===== src/rtl/serial_adder_pkg.sv =====
// ---------------------------------------------------------------------------
// serial_adder_pkg
// Shared definitions for the bit-serial adder slice.
//   state_e       : controller states (IDLE, RUN, DONE)
//   DEFAULT_WIDTH : default operand / sum width in bits
// Configuration macro used by this slice: SERIAL_ADDER_SUB_EN
// ---------------------------------------------------------------------------
package serial_adder_pkg;

  localparam int DEFAULT_WIDTH = 8;

  typedef enum logic [1:0] {
    IDLE = 2'd0,
    RUN  = 2'd1,
    DONE = 2'd2
  } state_e;

endpackage


===== src/rtl/full_adder_cell.sv =====
// ---------------------------------------------------------------------------
// full_adder_cell
// One-bit full adder used as the per-bit datapath of serial_adder.
// Ports:
//   a, b  : operand bits
//   cin   : carry in
//   s     : sum bit  (a ^ b ^ cin)
//   cout  : carry out (majority of a, b, cin)
// Configuration macro of the enclosing slice: SERIAL_ADDER_SUB_EN (unused here)
// ---------------------------------------------------------------------------
module full_adder_cell (
  input  logic a,
  input  logic b,
  input  logic cin,
  output logic s,
  output logic cout
);

  assign s    = a ^ b ^ cin;
  assign cout = (a & b) | (a & cin) | (b & cin);

endmodule


===== src/rtl/serial_adder.sv =====
// ---------------------------------------------------------------------------
// serial_adder
// Bit-serial adder: operands are captured on an accepted start, processed one
// bit per clock (LSB first) through a single full_adder_cell, and the result
// is published on s/c together with a one-cycle done pulse.
// Parameters:
//   WIDTH  : operand and sum width, 1..64
// Ports:
//   clk    : clock, rising edge
//   rst_n  : synchronous active-low reset
//   start  : begin an addition (only honoured in IDLE)
//   a, b   : operands, captured on the accepted start edge
//   sub    : subtract mode, captured with a/b (only with SERIAL_ADDER_SUB_EN)
//   busy   : high while the serial operation is running
//   done   : one-cycle pulse when s/c carry a new result
//   s      : registered sum (wraps modulo 2^WIDTH)
//   c      : registered carry-out (NOT-borrow when subtracting)
// Configuration macro: SERIAL_ADDER_SUB_EN enables the sub port and
// subtraction; without it the block always adds.
// ---------------------------------------------------------------------------
module serial_adder
  import serial_adder_pkg::*;
#(
  parameter int WIDTH = DEFAULT_WIDTH
) (
  input  logic             clk,
  input  logic             rst_n,
  input  logic             start,
  input  logic [WIDTH-1:0] a,
  input  logic [WIDTH-1:0] b,
`ifdef SERIAL_ADDER_SUB_EN
  input  logic             sub,
`endif
  output logic             busy,
  output logic             done,
  output logic [WIDTH-1:0] s,
  output logic             c
);

  localparam int CNT_W = $clog2(WIDTH + 1);
  localparam logic [CNT_W-1:0] LAST_CNT = CNT_W'(WIDTH - 1);

  state_e           state_q;
  logic [CNT_W-1:0] cnt_q;
  logic [WIDTH-1:0] shiftA_q;
  logic [WIDTH-1:0] shiftB_q;
  logic             carry_q;
  logic             busy_q;
  logic             done_q;
  logic [WIDTH-1:0] s_q;
  logic             c_q;

  logic             subMode;
  logic             sumBit_d;
  logic             carry_d;
  logic [WIDTH-1:0] shiftA_d;

`ifdef SERIAL_ADDER_SUB_EN
  assign subMode = sub;
`else
  assign subMode = 1'b0;
`endif

  full_adder_cell uCell (
    .a    (shiftA_q[0]),
    .b    (shiftB_q[0]),
    .cin  (carry_q),
    .s    (sumBit_d),
    .cout (carry_d)
  );

  // The A register doubles as the sum accumulator: each sum bit enters at the
  // MSB while A drains from the LSB, so after WIDTH shifts it holds the sum.
  if (WIDTH == 1) begin : gNarrow
    assign shiftA_d = sumBit_d;
  end else begin : gWide
    assign shiftA_d = {sumBit_d, shiftA_q[WIDTH-1:1]};
  end

  // B is stored already inverted in subtract mode, with the carry seeded to 1,
  // so that a + ~b + 1 yields a - b and the final carry is NOT-borrow.
  always_ff @(posedge clk) begin
    if (!rst_n) begin
      state_q  <= IDLE;
      cnt_q    <= '0;
      shiftA_q <= '0;
      shiftB_q <= '0;
      carry_q  <= 1'b0;
      busy_q   <= 1'b0;
      done_q   <= 1'b0;
      s_q      <= '0;
      c_q      <= 1'b0;
    end else begin
      unique case (state_q)
        IDLE: begin
          if (start) begin
            shiftA_q <= a;
            shiftB_q <= subMode ? ~b : b;
            carry_q  <= subMode;
            cnt_q    <= '0;
            busy_q   <= 1'b1;
            state_q  <= RUN;
          end
        end
        RUN: begin
          shiftA_q <= shiftA_d;
          shiftB_q <= shiftB_q >> 1;
          carry_q  <= carry_d;
          cnt_q    <= cnt_q + CNT_W'(1);
          if (cnt_q == LAST_CNT) begin
            s_q     <= shiftA_d;
            c_q     <= carry_d;
            busy_q  <= 1'b0;
            done_q  <= 1'b1;
            state_q <= DONE;
          end
        end
        DONE: begin
          done_q  <= 1'b0;
          state_q <= IDLE;
        end
        default: begin
          busy_q  <= 1'b0;
          done_q  <= 1'b0;
          state_q <= IDLE;
        end
      endcase
    end
  end

  assign busy = busy_q;
  assign done = done_q;
  assign s    = s_q;
  assign c    = c_q;

endmodule


===== config.mk =====
export PLATFORM = sky130hd
export DESIGN_NAME = serial_adder
export DESIGN_NICKNAME = d
export VERILOG_FILES = /design/src/rtl/serial_adder_pkg.sv /design/src/rtl/full_adder_cell.sv /design/src/rtl/serial_adder.sv
export SDC_FILE = /design/constraint.sdc
export NUM_CORES = 1
export LEC_CHECK = 0
export CORE_AREA = 2 2 56 58
export DETAILED_ROUTE_END_ITERATION = 8
export DIE_AREA = 0 0 58 60
export GPL_TIMING_DRIVEN = 0
export HOLD_SLACK_MARGIN = 0.12
export PLACE_DENSITY = 0.79
export SYNTH_ARGS = -nofsm -noshare
export SYNTH_HDL_FRONTEND = slang
export SYNTH_SLANG_ARGS = --single-unit

===== constraint.sdc =====
create_clock -name clk -period 2.1 [get_ports clk]
set_input_delay 0.315 -clock clk [delete_from_list [all_inputs] [get_ports clk]]
set_output_delay 0.315 -clock clk [all_outputs]
set_load 0.1 [all_outputs]

==> impl_results.md, run 1 <==
* Total nets after synthesis at roughly 180
* Worst Setup End Kind: output port
* Die H at 60 um
* Post-CTS setup buffer count at 0
* Routability congestion estimate from global placement at between 0.8 and 0.9
* Die area at about 0.0035 sq mm
* Post-Synthesis Cell Area at roughly 0.0015 sq mm
* Footprint of the flip-flops and latches at a little under 700 sq um
* Portion of the post-synthesis area used by sequential elements at roughly 47%
* Category of the most critical setup path: reg2out
* Data arrival time of the critical path at between 1.5 and 2 ns
* Multi-input logic area at around 690 sq um
* Count of yosys warnings during synthesis at 0
* Cell at the slowest stage of the critical path: sky130_fd_sc_hd__dlygate4sd2_1
* Effective utilization at floorplan at roughly half
* Worst path cell trace: dlygate4sd2_1
* Setup violations, final at 0
* Number of gates given a new drive strength after cts at 11
* Gr ovfl total at 0
* Count of vias placed by the detailed router at about 1300
* Final-report hold violation count at 0
* Kind of path behind the tightest hold check: in2reg
* Achievable Freq at 534 MHz
* Distinct cells, synth at 34
* Filler instances at around 250
* GRT Overall Usage at a little over a fifth
* Area of the core region at 0.00290 sq mm
* Critical-path maximum fanout at 2
* Antenna violations before repair at 0
* Final total negative setup slack at 0 ns
* Slew HR at 36.2%
* Final HPWL from detailed placement at roughly 2.4 mm
* FP Rows at 20
* Synth Register Bits at 34
* Outcome: completed
* Number of pins exceeding their max-slew limit in the final report at 0
* Ports placed on the boundary at 30
* Portion of the clock cycle consumed by the worst path in the final layout at around 89%
* Maximum single-stage delay on the critical path at 0.85 ns
* R2r worst-path depth at 5
* Count of TritonRoute iterations in the first routing pass at 6
* Fin util at between 60 and 70%
* Antenna cells at 0
* Final Instance Area at ~0.0018 sq mm
* Global-route wire length before repair at 5.72 mm
* Fraction of layout cells with a size suffix above 1 at about a tenth
* First DRT Iteration DRCs at 40
* Average vias per placed instance at roughly 5.7
* Unrepaired setup endpoints after global routing: no
* DP Cell Count at around 220
* CTS Hold Bufs at 0
* Setup slack after placement at 0.330 ns
* Hold WS at 0.286 ns
* Family with the most delay on the worst path: buffers and inverters
* CP Data Required Time at 1.78 ns
* Wirelength, routed at approximately 3.3 mm
* CTS max path bufs at 2
* Number of nets with antenna violations after detailed routing at 0
* Clock period minus worst slack at about 1.9 ns
* Final setup slack of the worst path at between 0.2 and 0.25 ns
* Buffers plus inverters on the worst setup path at 1
* Die width at between 50 and 60 um
* Gate Count Post-Synth at 158
* Num Clock Sinks at 34
* Number of violations of the max-capacitance limit at 0
* Clock Skews at 0.00991 ns
* Largest net degree at the start of global routing at 12
* Number of instances on the worst hold path at 3
* Static Leakage at around 0.73 nW
* Avg WL per Cell at ~15 um
* Sum of internal, switching and leakage power at 1.34 mW
* Power per Cell Area at between 700 and 800 mW/mm^2
* Number of nets in the final layout at around 210
* Input/output buffers at 28
* CTS tree: done
* Root buffer cell: sky130_fd_sc_hd__clkbuf_4
* Detailed-route DRC error count at 0
* Post-Synthesis Mean Instance Area at 9.20 sq um
* Count of H-tree levels built during CTS at 2
* Maximum VDD drop at 0.603 mV
* Placed cell areas at 0.00178 sq mm
* Number of cells in the finished layout apart from fillers at between 200 and 250
* Nature of the critical path startpoint: flip-flop
* Skew-Pair Late Insertion Delay at ~0.35 ns
* Number of logic stages on the critical path including buffering at 1
* Layout Area Growth over Synthesis at 26.5%
* Number of global-route vias before repair at roughly 1300
* Total CTS buffers at 5
* Worst-path clk slew at around 0.11 ns
* Pin slew with the least headroom to its limit at ~0.96 ns
layout by cell type (no fill, tap or decap), types with 4 or more instances in the layout:
| cell | n |
|---|---|
| sky130_fd_sc_hd__mux2i_1 | 10 |
| sky130_fd_sc_hd__a21oi_1 | 16 |
| sky130_fd_sc_hd__buf_2 | 4 |
| sky130_fd_sc_hd__nor2b_1 | 4 |
| sky130_fd_sc_hd__o21ai_0 | 16 |
| sky130_fd_sc_hd__o22ai_1 | 11 |
| sky130_fd_sc_hd__clkdlybuf4s50_1 | 17 |
| sky130_fd_sc_hd__o2bb2ai_1 | 4 |
| sky130_fd_sc_hd__nor2_1 | 4 |
| sky130_fd_sc_hd__clkbuf_4 | 5 |
| sky130_fd_sc_hd__dlygate4sd2_1 | 11 |
| sky130_fd_sc_hd__nand2_1 | 23 |
| sky130_fd_sc_hd__dfxtp_1 | 34 |
registers in the layout (all words and copies together) (netlist names):
| signal | flops |
|---|---|
| busy | 1 |
| c | 1 |
| carry_q | 1 |
| cnt_q | 4 |
| done | 1 |
| s | 8 |
| shiftA_q | 8 |
| shiftB_q | 8 |
| state_q | 2 |
final cells by class:
cell class,instances,share of cell area [%]
Tap cell,33,2.24
Clock inverter,3,2.18
Sequential cell,34,37.0
Buffer,11,4.22
Timing Repair Buffer,28,14.5
Inverter,2,0.408
Clock buffer,5,2.04
Multi-Input combinational cell,111,37.4
layer usage:
metal | track usage, % | vias up | part of all wire [%]
met1 | 25.2 | 587 | 42
met4 | 9.63 | 0 | 1.0
met2 | 37.5 | 58 | 49
met5 | 0 | - | 0
li1 | - | 634 | -
met3 | 6.71 | 8 | 7.2
Yosys cell counts, drive strengths merged:
library cell  count  area share (%)
o21ai            16             5.5
a21oi            16             5.5
fa                1             1.4
o211a             1            0.69
mux2i            10             6.9
dfxtp            34              47
nor2b             5             2.7
nor2              4             1.0
a22oi             3             1.5
and3              1            0.52
o21a              1            0.52
nand2            23             5.9
buf               8             4.6
and2b             1            0.60
o21ba             1            0.69
o21bai            1            0.52
nand2b            1            0.43
o22ai            11             4.7
nand3             3             1.0
inv               2            0.52
a21boi            1            0.52
or4               1            0.52
nor3b             1            0.52
ha                1            0.86
o2bb2ai           4             2.4
and3b             1            0.60
o32a              1            0.69
nand4             1            0.43
and2              1            0.60
clkbuf            3            0.77
power breakdown:
group          total, mW  internal, mW  switching [mW]
Clock              0.471         0.246           0.225
Combinational      0.167        0.0809          0.0860
Sequential         0.702         0.677          0.0246
Total               1.34          1.00           0.335
logic make-up (layout without fill, tap and decap cells):
logic type               count (synthesis)  count (layout)  share of synthesized area, %
flip-flops                              34              34                          46.8
AO/OA/AOI/OAI                           56              56                          23.3
multiplexers                            10              10                          6.88
adder cells (fa/ha/maj)                  2               2                          2.24
buffers and inverters                   13              49                          5.85
AND/OR/NAND/NOR                         43              43                          14.9
final timing paths:
| check | from | endpoint | slack, ns |
|---|---|---|---|
| hold / removal | rst_n | c$_SDFFE_PN0P_ | 0.29 |
| hold reg to reg | s[6]$_SDFFE_PN0P_ | s[6]$_SDFFE_PN0P_ | 0.46 |
| setup reg to reg | cnt_q[0]$_SDFFE_PN0P_ | s[0]$_SDFFE_PN0P_ | 0.69 |
| setup / recovery | s[7]$_SDFFE_PN0P_ | s[7] | 0.23 |
No activity file was read; power rests on OpenSTA's default activity.
==> run 2, diff against run 1 <==
Settings changed: SKIP_LAST_GASP from default to 1.
==> results of run 2 <==
Final layout, timing and power as in run 1 (identical DEF).
